<file path="src/rtl/tmul_pkg.sv">
// Shared types and default sizing for the unipolar temporal-coded multiplier.
package tmul_pkg;

  localparam int WIDTH_DEF = 8;
  localparam int LANES_DEF = 4;

  typedef enum logic [1:0] {
    ST_IDLE = 2'd0,
    ST_RUN  = 2'd1,
    ST_DONE = 2'd2
  } state_e;

endpackage

</file>
<file path="src/rtl/tmul_uni_lane.sv">
// One multiplier lane: holds its rate operand, compares it against the shared
// RNG sample and counts the ones of the resulting bitstream.
module tmul_uni_lane
  import tmul_pkg::*;
#(
  parameter int WIDTH = WIDTH_DEF
) (
  input  logic             clk,
  input  logic             rst,
  input  logic             load,
  input  logic             clear,
  input  logic             en,
  input  logic [WIDTH-1:0] b_in,
  input  logic [WIDTH-1:0] rng_in,
  output logic             bit_out,
  output logic [WIDTH-1:0] acc_out
);

  logic [WIDTH-1:0] b_q, b_d;
  logic [WIDTH-1:0] acc_q, acc_d;

  always_comb begin
    bit_out = en && (b_q > rng_in);
    b_d     = load ? b_in : b_q;
    acc_d   = acc_q;
    // The window never exceeds 2^WIDTH-1 cycles, so the count cannot wrap.
    if (clear) begin
      acc_d = '0;
    end else if (bit_out) begin
      acc_d = acc_q + WIDTH'(1);
    end
  end

  always_ff @(posedge clk or posedge rst) begin
    if (rst) begin
      b_q   <= '0;
      acc_q <= '0;
    end else begin
      b_q   <= b_d;
      acc_q <= acc_d;
    end
  end

  assign acc_out = acc_q;

endmodule

</file>
<file path="src/rtl/tmul_uni_acc.sv">
// Multi-lane unipolar stochastic multiplier: operand A sets a shared time
// window, each lane counts ones of (B > rng) to estimate A*B/2^WIDTH.
//
// state   | meaning
// IDLE    | waiting for start; outputs hold the last counts
// RUN     | window open; RNG advances, lanes compare and count
// DONE    | one-cycle completion pulse, then back to IDLE
module tmul_uni_acc
  import tmul_pkg::*;
#(
  parameter int WIDTH = WIDTH_DEF,
  parameter int LANES = LANES_DEF
) (
  input  logic                   clk,
  input  logic                   rst,
  input  logic                   start,
  input  logic                   abort,
  input  logic [WIDTH-1:0]       a_in,
  input  logic [LANES*WIDTH-1:0] b_in,
  input  logic [WIDTH-1:0]       rng_in,
  output logic                   rng_req,
  output logic [LANES-1:0]       bit_out,
  output logic [LANES*WIDTH-1:0] acc_out,
  output logic                   busy,
  output logic                   done
);

  state_e           state_q, state_d;
  logic [WIDTH-1:0] cnt_q, cnt_d;
  logic             busy_q, busy_d;
  logic             done_q, done_d;
  logic             accept;

  assign accept  = (state_q == ST_IDLE) && start;
  assign rng_req = (state_q == ST_RUN);

  always_comb begin
    state_d = state_q;
    cnt_d   = cnt_q;
    unique case (state_q)
      ST_IDLE: begin
        if (start) begin
          cnt_d   = a_in;
          state_d = (a_in != '0) ? ST_RUN : ST_DONE;
        end
      end
      ST_RUN: begin
        // abort outranks the final-cycle transition
        if (abort) begin
          state_d = ST_IDLE;
          cnt_d   = '0;
        end else begin
          cnt_d = cnt_q - WIDTH'(1);
          if (cnt_q == WIDTH'(1)) begin
            state_d = ST_DONE;
          end
        end
      end
      ST_DONE: state_d = ST_IDLE;
      default: begin
        state_d = ST_IDLE;
        cnt_d   = '0;
      end
    endcase
    busy_d = (state_d == ST_RUN);
    done_d = (state_d == ST_DONE);
  end

  always_ff @(posedge clk or posedge rst) begin
    if (rst) begin
      state_q <= ST_IDLE;
      cnt_q   <= '0;
      busy_q  <= 1'b0;
      done_q  <= 1'b0;
    end else begin
      state_q <= state_d;
      cnt_q   <= cnt_d;
      busy_q  <= busy_d;
      done_q  <= done_d;
    end
  end

  assign busy = busy_q;
  assign done = done_q;

  for (genvar i = 0; i < LANES; i++) begin : g_lane
    tmul_uni_lane #(
      .WIDTH(WIDTH)
    ) u_lane (
      .clk     (clk),
      .rst     (rst),
      .load    (accept),
      .clear   (accept),
      .en      (rng_req),
      .b_in    (b_in[i*WIDTH +: WIDTH]),
      .rng_in  (rng_in),
      .bit_out (bit_out[i]),
      .acc_out (acc_out[i*WIDTH +: WIDTH])
    );
  end

endmodule
</file>
<file path="config.mk">
export PLATFORM = sky130hd
export DESIGN_NAME = tmul_uni_acc
export DESIGN_NICKNAME = d
export VERILOG_FILES = /design/src/rtl/tmul_pkg.sv /design/src/rtl/tmul_uni_lane.sv /design/src/rtl/tmul_uni_acc.sv
export SDC_FILE = /design/constraint.sdc
export NUM_CORES = 1
export LEC_CHECK = 0
export ABC_AREA = 1
export CORE_MARGIN = 2
export CORE_UTILIZATION = 38
export DETAILED_ROUTE_END_ITERATION = 16
export GPL_TIMING_DRIVEN = 0
export SLEW_MARGIN = 10
export SYNTH_ARGS = -nofsm -noshare
export SYNTH_HDL_FRONTEND = slang
export SYNTH_SLANG_ARGS = --single-unit
</file>
<file path="constraint.sdc">
create_clock -name clk -period 6.1 [get_ports clk]
set_clock_uncertainty 0.05 [all_clocks]
set_input_delay 1.22 -clock clk [delete_from_list [all_inputs] [get_ports clk]]
set_output_delay 1.22 -clock clk [all_outputs]
set_load 0.02 [all_outputs]
</file>
==> summary.txt <==
Finish
  – Layout cell share with drive strength beyond 1: 0.06391
  – Final instance area: ~6300 um^2
  – Fin nets: approximately 840
  – Area delta synth->final: 31.26%
  – Filler cell count: around 1,200
  – N_diodes: 0

Critical path
  – Worst Setup End Kind: primary output
  – Worst Setup Start Kind: input port
  – Crit path max fanout: 9
  – CP arrival: 3.71 ns
  – Worst endpoint required time: 4.83 ns
  – Worst reg-to-reg setup slack: ~4.2 ns
  – CP Class: input port to primary output

Timing
  – Fin. Hold Viols: 0
  – Final Cycle Share: 0.8162
  – Slew headroom: 0.7002
  – RSZ-0062 raised after global routing: no
  – Slew Viols, Final: 0
  – Slew of the pin with the lowest slew margin: 0.4497 ns
  – Final setup fails: 0
  – Post-route setup slack: 1.121 ns
  – Total Neg Setup Slack: 0 ns
  – Minimum clock period: between 4 and 5 ns
  – Max frequency: ~200 MHz

Drt
  – DR vias: 4,394
  – DR DRC count: 0
  – Vias/cell: around 4.8
  – Final wirelength: 11.80 mm
  – TritonRoute pass-1 iters: 5
  – WL per Instance: 12.79 um
  – Post-route ant nets: 0
  – DR iter-0 viols: 167

Placement
  – Pre-CTS WS: around 1.1 ns
  – Input/output buffers: 90
  – Dpl cell area: roughly 5900 um^2
  – GP Congestion: roughly 0.85
  – HPWL after DPL: slightly below 9 mm

Min path
  – Hold WC Path Type: flip-flop to flip-flop

Global routing
  – Largest net degree at the start of global routing: 46
  – GRT Total Usage: 0.1815
  – Grt ovf: 0
  – First-pass GRT wire length: between 15 and 20 mm
  – Initial antenna violation count: 0
  – Vias in the first global route: slightly above 4,000

Yosys
  – Mapped Nets: 735
  – Syn avg cell area: roughly 7.4 um^2
  – Synth Area in Compound Gates: 0.05761
  – Synth Register Bits: 76
  – Post-synthesis mux area share: 0
  – Simple-Gate Fraction of Synth Area: 0.3394
  – Combinational family with the most area after synthesis: simple AND/OR/NAND/NOR gates
  – Adder-Cell Fraction of Synth Area: 0.09906
  – Sequential area share after synthesis: 0.3962
  – Synth Area in XOR/XNOR: 0.02372
  – Synthesized cell area: 4800 um^2
  – Syn Inst Count: 645
  – Synth cell types: 26
  – Ys Warns: 0

Floorplanning
  – Core Region: 12,470 um^2
  – Die Span Y: between 100 and 150 um
  – I/O Pins: 91
  – Die area: 13,550 um^2
  – Initial Util: 0.3850
  – Die Width: 116.4 um
  – Row count: 41

Run status
  – Status: finished clean

Clock network
  – # hold bufs at CTS: 0
  – Skew-Pair Late Insertion Delay: 0.34 ns
  – Clock Path Buffers: 2
  – Clock sink count: 76
  – H-tree depth: 3
  – Clock root cell: clkbuf_16
  – Clock transition at path regs: 0.06 ns
  – Setup Fix Bufs, Post-CTS: 0
  – PostCTS Resize Cnt: 0
  – CTS tree: built
  – CTS buffer count: 9

Power and ir drop
  – Leak: between 3 and 4 nW
  – Peak supply drop: roughly 0.16 mV
  – PD cells: about 320 nW/um^2

Run
  – Max Cap Viol: 0
==> metrics by stage <==
| stage | total power, mW | hold WS, ns | utilization | instances |
|---|---|---|---|---|
| 2_1_floorplan | 1.157 | 0.4028 | - | 645 |
| 3_3_place_gp | 1.385 | 0.4185 | 0.4746 | 907 |
| 3_5_place_dp | 1.404 | 0.4208 | 0.4770 | 908 |
| 4_1_cts | 2.053 | 0.4389 | 0.5054 | 923 |
| 5_1_grt | 2.184 | 0.4629 | 0.5054 | 923 |
| 6_report | 2.036 | 0.4345 | 0.5054 | 923 |
==> metal layers <==
| metal | vias up | wire length [um] | track usage |
|---|---|---|---|
| met3 | 9 | 571 | 0.03217 |
| li1 | 2276 | - | - |
| met1 | 2003 | 5492 | 0.2432 |
| met2 | 106 | 5602 | 0.3058 |
| met4 | 0 | 135 | 0.04524 |
| met5 | - | 0 | 0 |
==> state kept, by name (all words and copies together) (netlist names) <==
| register | flops |
|---|---|
| done | 1 |
| g_lane.u_lane.acc_out | 32 |
| busy | 1 |
| g_lane.u_lane.b_q | 32 |
| state_q | 2 |
| cnt_q | 8 |
==> logic make-up after synthesis <==
logic type,after synthesis
simple gates,381
buf+inv,97
flops,76
compound gates,40
fa+ha+maj,38
xor+xnor,13
==> final timing paths <==
kind,start,endpoint,depth (start not counted)
max in group asynchronous,rst,g_lane[3].u_lane.b_q[6],3
min in group asynchronous,rst,g_lane[1].u_lane.acc_out[5],2
worst min register to register,g_lane[2].u_lane.b_q[3],g_lane[2].u_lane.b_q[3],2
worst max register to register,g_lane[2].u_lane.b_q[7],g_lane[2].u_lane.acc_out[4],8
worst max-delay path,rng_in[7],bit_out[2],11
worst min-delay path,g_lane[2].u_lane.b_q[3],g_lane[2].u_lane.b_q[3],2
==> Yosys cell counts, drive strengths merged <==
cell	number	share of area
nor3	5	0.0052
nand2	235	0.19
a22o	2	0.0037
xor2	12	0.022
ha	38	0.099
nor2	56	0.047
a21oi	15	0.026
xnor2	1	0.0018
nand3	56	0.058
a21o	4	0.0063
inv	79	0.062
o22ai	6	0.0078
dfrtp	76	0.40
nand4	29	0.038
o21ai	12	0.013
buf	18	0.022
a22oi	1	0.0016
==> critical path, stage by stage <==
cell             delay [ns]
clkdlybuf4s50_1        0.45
inv_1                  0.08
ha_1                   0.31
nand2_1                0.07
nor2_1                 0.24
nand2_1                0.09
nand2_1                0.26
nand2_2                0.20
inv_1                  0.10
buf_4                  0.10
clkdlybuf4s50_1        0.58
==> layout by cell type, fill, tap and decap left out, drive strengths merged <==
master,Yosys,routed
clkinv,0,1
dfrtp,76,76
nand4,29,29
xor2,12,12
buf,18,19
ha,38,38
inv,79,79
xnor2,1,1
o22ai,6,6
a21oi,15,15
o21ai,12,12
clkdlybuf4s50,0,90
clkbuf,0,10
a22o,2,2
nor2,56,56
nor3,5,5
nand2,235,235
a22oi,1,1
bufinv,0,4
nand3,56,56
a21o,4,4
==> where the power goes <==
part | switching [mW] | leakage [nW] | internal [mW]
clock network | 0.204 | 0.173 | 0.438
logic | 0.413 | 2.15 | 0.278
registers | 0.0918 | 0.989 | 0.610
total | 0.709 | 3.31 | 1.33
==> area by class of cell <==
class,instances,area [um^2],share of cell area
Multi-Input combinational cell,472,2495,0.3960
Inverter,79,299.0,0.04747
Tap cell,172,215.2,0.03416
Sequential cell,76,1902,0.3019
Buffer,18,106.4,0.01688
Timing Repair Buffer,91,928.4,0.1474
Clock inverter,5,125.1,0.01986
Clock buffer,10,229.0,0.03635
(Power assumes the default switching activity.)
